## config.mk

```make
export PLATFORM = sky130hd
export DESIGN_NAME = prog_loader
export DESIGN_NICKNAME = d
export VERILOG_FILES = /design/src/rtl/prog_loader.sv
export SDC_FILE = /design/constraint.sdc
export NUM_CORES = 1
export LEC_CHECK = 0
export ABC_AREA = 1
export CORE_ASPECT_RATIO = 0.9
export CORE_MARGIN = 10
export CORE_UTILIZATION = 52
export CTS_CLUSTER_SIZE = 30
export DETAILED_ROUTE_END_ITERATION = 8
export GPL_ROUTABILITY_DRIVEN = 0
export PLACE_DENSITY = 0.76
export SYNTH_ARGS = -nofsm -noshare
export SYNTH_HDL_FRONTEND = slang
export SYNTH_SLANG_ARGS = --single-unit
```

## constraint.sdc

```tcl
create_clock -name clk -period 2.29 [get_ports clk]
set_input_delay 0.229 -clock clk [delete_from_list [all_inputs] [get_ports clk]]
set_output_delay 0.229 -clock clk [all_outputs]
set_load 0.005 [all_outputs]
```

## src/rtl/prog_loader.sv

```systemverilog
// -----------------------------------------------------------------------------
// prog_loader
//
// Byte-stream program loader. Accepts a length-prefixed image from a host byte
// source and writes it word by word into the core's instruction memory. The
// core is held in reset until a complete image has been accepted.
//
// Stream: N[15:8], N[7:0], then N words of 4 bytes each (MSB first), then
// (checksum build only) one byte equal to the XOR of all 4N payload bytes.
//
// Optional feature macro: PROG_LOADER_CSUM_EN
//   defined   - a trailing checksum byte is expected; a mismatch goes to ERR.
//   undefined - no checksum byte and no CSUM state; ERR only on length overflow.
//
// Parameters:
//   AW          instruction-memory word-address width (capacity 2^AW words)
// Ports:
//   clk         system clock, rising edge
//   reset       asynchronous active-low reset
//   start       single-cycle load request (honoured in IDLE, DONE, ERR)
//   byte_valid  host byte available
//   byte_data   host byte
//   byte_ready  loader accepts a byte this cycle
//   imem_we     instruction-memory write strobe, one cycle per word
//   imem_addr   word address for the write
//   imem_wd     word to write
//   core_reset  active-high reset to the core (low only in DONE)
//   done        image loaded and accepted
//   error       load rejected
// -----------------------------------------------------------------------------
module prog_loader #(
    parameter int AW = 6
) (
    input  logic          clk,
    input  logic          reset,
    input  logic          start,
    input  logic          byte_valid,
    input  logic [7:0]    byte_data,
    output logic          byte_ready,
    output logic          imem_we,
    output logic [AW-1:0] imem_addr,
    output logic [31:0]   imem_wd,
    output logic          core_reset,
    output logic          done,
    output logic          error
);

    // Largest legal word count; 17 bits so 2^AW itself is representable.
    localparam logic [16:0] CAPACITY = 17'd1 << AW;

    typedef enum logic [2:0] {
        IDLE   = 3'd0,
        LEN_HI = 3'd1,
        LEN_LO = 3'd2,
        DATA   = 3'd3,
`ifdef PROG_LOADER_CSUM_EN
        CSUM   = 3'd4,
`endif
        DONE   = 3'd5,
        ERR    = 3'd6
    } state_t;

    // Where the stream goes once the payload is exhausted.
`ifdef PROG_LOADER_CSUM_EN
    localparam state_t AFTER_DATA = CSUM;
`else
    localparam state_t AFTER_DATA = DONE;
`endif

    state_t        state;
    state_t        state_next;
    logic          xfer;
    logic [15:0]   len;
    logic [16:0]   len_full;
    logic [AW:0]   word_idx;      // AW+1 bits so N = 2^AW can be counted
    logic [1:0]    byte_cnt;
    logic [23:0]   asm_q;         // first three bytes of the word in flight
    logic          word_last;
`ifdef PROG_LOADER_CSUM_EN
    logic [7:0]    csum;
`endif

    assign xfer      = byte_valid & byte_ready;
    // Complete length as seen on the edge that accepts N[7:0].
    assign len_full  = {1'b0, len[15:8], byte_data};
    assign word_last = (17'(word_idx) + 17'd1) == {1'b0, len};

    // ------------------------------------------------------------------------
    // Next-state logic
    // ------------------------------------------------------------------------
    always_comb begin
        // NOTE: default assignment first so every path drives state_next and
        // no latch is inferred.
        state_next = state;
        case (state)
            IDLE:   if (start) state_next = LEN_HI;
            LEN_HI: if (xfer)  state_next = LEN_LO;
            LEN_LO: begin
                if (xfer) begin
                    if (len_full > CAPACITY)    state_next = ERR;
                    else if (len_full == 17'd0) state_next = AFTER_DATA;
                    else                        state_next = DATA;
                end
            end
            DATA: begin
                if (xfer && byte_cnt == 2'd3 && word_last) state_next = AFTER_DATA;
            end
`ifdef PROG_LOADER_CSUM_EN
            CSUM: begin
                if (xfer) state_next = (byte_data == csum) ? DONE : ERR;
            end
`endif
            DONE, ERR: if (start) state_next = LEN_HI;
            default:   state_next = IDLE;
        endcase
    end

    // ------------------------------------------------------------------------
    // State register and status outputs. Outputs are registered decodes of
    // the next state, so they change exactly with the state and never glitch.
    // ------------------------------------------------------------------------
    always_ff @(posedge clk or negedge reset) begin
        // NOTE: sequential state uses non-blocking assignments so every
        // register samples pre-edge values regardless of block ordering.
        if (!reset) begin
            state      <= IDLE;
            byte_ready <= 1'b0;
            core_reset <= 1'b1;
            done       <= 1'b0;
            error      <= 1'b0;
        end else begin
            state      <= state_next;
            byte_ready <= !(state_next inside {IDLE, DONE, ERR});
            core_reset <= (state_next != DONE);
            done       <= (state_next == DONE);
            error      <= (state_next == ERR);
        end
    end

    // ------------------------------------------------------------------------
    // Datapath: length capture, word assembly, write strobe, checksum.
    // ------------------------------------------------------------------------
    always_ff @(posedge clk or negedge reset) begin
        // NOTE: only this block's registers are reset; the instruction memory
        // itself is never cleared, so an aborted load leaves a partial image.
        if (!reset) begin
            len       <= '0;
            word_idx  <= '0;
            byte_cnt  <= '0;
            asm_q     <= '0;
            imem_we   <= 1'b0;
            imem_addr <= '0;
            imem_wd   <= '0;
`ifdef PROG_LOADER_CSUM_EN
            csum      <= '0;
`endif
        end else begin
            imem_we <= 1'b0;
            case (state)
                IDLE, DONE, ERR: begin
                    if (start) begin
                        word_idx <= '0;
                        byte_cnt <= '0;
`ifdef PROG_LOADER_CSUM_EN
                        csum     <= '0;
`endif
                    end
                end
                LEN_HI: if (xfer) len[15:8] <= byte_data;
                LEN_LO: if (xfer) len[7:0]  <= byte_data;
                DATA: begin
                    if (xfer) begin
                        byte_cnt <= byte_cnt + 2'd1;
                        asm_q    <= {asm_q[15:0], byte_data};
`ifdef PROG_LOADER_CSUM_EN
                        csum     <= csum ^ byte_data;
`endif
                        if (byte_cnt == 2'd3) begin
                            imem_we   <= 1'b1;
                            imem_addr <= word_idx[AW-1:0];
                            imem_wd   <= {asm_q, byte_data};
                            word_idx  <= word_idx + 1'b1;
                        end
                    end
                end
                default: ;
            endcase
        end
    end

endmodule

```

Word-level counts from Yosys, hierarchy flattened:

Index checks and enable logic that the tools add are counted.

* register bits: 95
* bits of input ports: 12
* output and inout bits: 43
* logic and storage cells: 63

* add/subtract/negate cells: 3
* magnitude comparators: 1
* eq/ne operators: 13
* mux-type cells: 17
* bitwise gates (word level): 1
* reduce and logical (&&, ||, !) cells: 15

Operators with widths (number)
* two-way mux 7 bit: 3
* two-way mux 3 bit: 6
* zero test 17 bit: 1
* == test 8 x 16 -> 1 bit: 1
* > comparator 16 x 7 -> 1 bit, second input constant: 1
* case mux 7 bit (2 select lines): 1
* == test 3 bit, second input constant: 4
* case mux 3 bit (4 select lines): 1
* adder 7 x 1 -> 8 bit, second input constant: 1
* adder 7 x 1 -> 7 bit, second input constant: 1
* == test 3 x 2 -> 1 bit, second input constant: 2
* zero test 3 bit: 2
* AND reduction 2 bit: 3
* AND reduction 3 bit: 2
* two-way mux 2 bit: 2
* != test 2 bit, second input constant: 2
* case mux 2 bit (2 select lines): 1
* AND reduction 4 bit: 1
* == test 3 x 1 -> 1 bit, second input constant: 1
* two-way mux 1 bit: 3
* != test 3 bit, second input constant: 1
* nonzero test 3 bit: 1
* OR reduction 3 bit: 1
* adder 2 x 1 -> 2 bit, second input constant: 1
* other kinds (6): 7

Depth between registers and ports, before layout:

* word-level depth: 8
* mapped depth: 13
* mapped depth without buffers: 13

Worst setup path before layout:

OpenSTA, ideal clock, no wires.

* path kind: flip-flop to flip-flop
* start point: register word_idx[0]
* end point: register byte_ready
* setup time: 113 ps
* arrival: 1481 ps
* required time: 2177 ps
* path slack: 696 ps
* stages on the path, launching flop included: 12
* buffers on the path: 0
* period minus slack after synthesis: 1594 ps
* cells stage by stage: dfrtp_1 > ha_1 > xnor2_1 > nand3_1 > nor2_1 > nand3_1 > nor2_1 > nand4_1 > nand2_1 > inv_2 > nand2_1 > inv_1

* longest elaborated chain between the ends: 8
* elaborated cells on any way between the ends: 10
* those cells by class: add/sub (1); eq/ne (3); mux (2); reduce/logical (4)

Ends and longest elaborated chain
* start: declaration: RTL line 75 `logic [AW:0] word_idx;`
* start signal: assignment: RTL line 182 `word_idx <= word_idx + 1'b1;`
* adder 7 x 1 -> 8 bit *: RTL line 86 `assign word_last = (17'(word_idx) + 17'd1) == {1'b0, len};`
* == test 8 x 16 -> 1 bit *: RTL line 86
* logical AND 1 bit *: RTL line 106 `if (xfer && byte_cnt == 2'd3 && word_last) state_next = AFTER_DATA;`
* two-way mux 3 bit *: RTL line 106
* case mux 3 bit (4 select lines) *: RTL line 95 `case (state)`
* net state_next[2]: RTL line 71 `state_t state_next;`
* == test 3 bit / zero test 3 bit (equally long branches): RTL line 133 `byte_ready <= !(state_next inside {IDLE, DONE, ERR});`
* nonzero test 3 bit *: RTL line 133
* zero test 1 bit *: RTL line 133
* end signal: assignment: RTL line 133
* end: declaration: RTL line 39 `output logic byte_ready,`

Mark *: on every way through the listed nets, which the timed path passes. The rest lies on a longest branch.
A chain may end at the register's enable or synchronous reset.

Worst setup path in the final report:

Same ends and word-level chain as after synthesis.

==> flow_summary.json <==
{
  "routed.top_layer": "met4",
  "antenna_found_initial": 0,
  "synth_cells": 441,
  "drv_cap": 0,
  "finalSetupTns_ns": 0,
  "wl_met2_mm": 3.95,
  "post-route-util": 0.644,
  "wl_per_cell_um": 14.1,
  "synth-edff-count": 0,
  "cts_root_buf": "clkbuf_8",
  "required_ns": 2.55,
  "drive_above_1_share": 0.0653,
  "core_sq_um": 7430,
  "yosysTopAreaCellShare": 0.598,
  "period_needed_ns": 1.85,
  "vias": 3073,
  "port_buffers": 54,
  "wl_met1_mm": 3.80,
  "crit_start": "word_idx[0]",
  "drt-initial-drc-count": 183,
  "fin_cells": 601,
  "cts_buffer_depth": 2,
  "final_hold_viol_count": 0,
  "fin_nets": 515,
  "synth_top_cell_by_area": "dfrtp_1",
  "path_common_cell": "nand2_1",
  "post-place-ws_ns": 0.325,
  "rsz0062_at_grt": "no",
  "numClockSinks": 95,
  "ys_ff_latch": 95,
  "postRouteWirelength_mm": 8.46,
  "cp.arrival_ns": 2.11,
  "hold_slack_ns": 0.392,
  "n_antenna_cell": 0,
  "die_area_sq_um": 11400,
  "crit_type": "reg2reg",
  "post_cts_buffers": 0,
  "ios": 55,
  "grt_pass1_wl_mm": 14.4,
  "yosysUniqueCellTypes": 27,
  "status": "complete, no violations",
  "cpPeakStageDelay_ns": 0.44,
  "syn_area_sq_um": 3930,
  "holdBufCountCts": 1,
  "synth_area_leaders": "dfrtp_1, nand2_1, o21ai_0",
  "min_path_type": "in2async",
  "reg2reg_from": "word_idx[0]",
  "cts_tree": "done",
  "htreeDepth": 3,
  "path_clk_slew_ns": 0.09,
  "antenna_left": 0,
  "drc": 0,
  "p_leak_nw": 2.26,
  "slew_headroom": 0.640,
  "synth_top_flop_cell": "dfrtp_1",
  "synthMostInstantiatedCell": "nand2_1",
  "grt_pass1_vias": 2994,
  "final.setup_skew_ns": 0.0105,
  "avgSynthCellArea_sq_um": 8.91,
  "async_flop_share": 1.00,
  "synth_fp_nets": 455,
  "grt_max_degree": 55,
  "fin_ws_ns": 0.440,
  "critical_path_peak_fanout": 6,
  "worstMarginPinSlew_ns": 0.540,
  "grt_use_total": 0.152,
  "start_kind": "register",
  "met3WireLength_um": 637,
  "muxShareOfSynthArea": 0,
  "dp.cells": 585,
  "setup_violations": 0,
  "cp_num_buf_inv": 2,
  "die_x_um": 112,
  "fmax_mhz": 541,
  "synth.yosys.seq_area_share": 0.605,
  "routed_via_density": 5.11,
  "synth_simple_gate_area_frac": 0.184,
  "slowest_stage": "dfrtp_1",
  "fin_crit_sh": 0.808,
  "yosys-top-cells-count": "nand2_1, dfrtp_1, inv_1",
  "cts_buffers": 9,
  "fin_area_sq_um": 4780,
  "ir_worst_vdd_uv": 653,
  "synthAdderAreaFrac": 0.00637,
  "area_growth_pct": 21.7,
  "rows": 30,
  "path_delay_family": "simple AND/OR/NAND/NOR gates",
  "ctsResizeCount": 0,
  "die_h_um": 102,
  "clkLatencyLatePin_ns": 0.35,
  "initial_utilization": 0.529,
  "synthXorXnorAreaFrac": 0.00446,
  "end_kind": "register",
  "overflow": 0,
  "synth_compound_area_frac": 0.124,
  "power_mw": 5.46,
  "slew_violations": 0,
  "synth_warnings": 0,
  "firstDrtPassIters": 6,
  "placed_area_sq_um": 4610,
  "hpwl_mm": 6.20,
  "power_density_nw_per_um2": 1140,
  "synth_top_family_by_area": "simple AND/OR/NAND/NOR gates",
  "path_cells": "ha_1 > nand3_1 > o21ai_1 > nand2_1 > nand2_1 > nand2_1 > nor2_1 > nand4_1 > nand2_1 > inv_2 > nand2_1 > inv_1"
}
-- state kept, by name, indices dropped and copies added, names as in the netlist --
name,count
byte_ready,1
done,1
imem_addr,6
imem_wd,32
len,16
imem_we,1
byte_cnt,2
state,3
asm_q,24
core_reset,1
word_idx,7
error,1
-- layout make-up --
cell class,count,area [sq um]
clock inverter,6,38.8
fill,648,2650
inverter,59,221
multi-input combinational,273,1250
clock buffer,9,124
timing repair buffer,63,646
sequential,95,2380
tap,96,120
-- logic make-up after synthesis --
logic type,Yosys count
XOR/XNOR,2
buffers and inverters,73
adder cells (fa/ha/maj),2
AO/OA/AOI/OAI,94
AND/OR/NAND/NOR,175
flip-flops,95
-- path summary, 6_finish.rpt --
| path | end | slack (ns) | depth (start not counted) |
|---|---|---|---|
| worst max-delay path | byte_ready | 0.44 | 12 |
| worst min-delay path | word_idx[6] | 0.39 | 2 |
| worst max register to register | byte_ready | 0.44 | 12 |
| worst min register to register | imem_wd[31] | 0.48 | 2 |
| max in group asynchronous | core_reset | 1.22 | 3 |
| min in group clk | imem_wd[31] | 0.48 | 2 |
-- placed cells by master (no fill, tap or decap), types with 2 or more instances in the layout --
cell               n
o22ai_1            4
buf_4              6
and2_1             2
clkdlybuf4s50_1   53
nor2_1            20
o21ai_0           47
dfrtp_1           94
ha_1               2
inv_1             54
nand4_1            7
clkinvlp_4         2
buf_12             3
nand2_1          126
o21ai_1           34
o21bai_1           2
inv_2              4
nand3_1           17
a21oi_1            4
clkinv_2           3
clkbuf_8           9
-- routing by layer --
metal / vias to the layer above / GRT usage
met5: - / 0
met4: 0 / 0.0365
met3: 8 / 0.0604
met2: 78 / 0.243
met1: 1469 / 0.190
li1: 1518 / -
-- where the power goes --
group / total (mW) / leakage [nW] / internal [mW] / switching (mW)
combinational: 1.86 / 0.926 / 0.894 / 0.969
sequential: 2.65 / 1.25 / 2.30 / 0.360
clock: 0.942 / 0.0809 / 0.384 / 0.558
total: 5.46 / 2.26 / 3.57 / 1.89
-- worst register-to-register path: stages (launching register included) --
cell and delay, ns:
dfrtp_1 0.44, ha_1 0.26, nand3_1 0.17, o21ai_1 0.15
nand2_1 0.11, nand2_1 0.07, nand2_1 0.04, nor2_1 0.12
nand4_1 0.12, nand2_1 0.14, inv_2 0.05, nand2_1 0.06
inv_1 0.03
(Power assumes the default switching activity.)
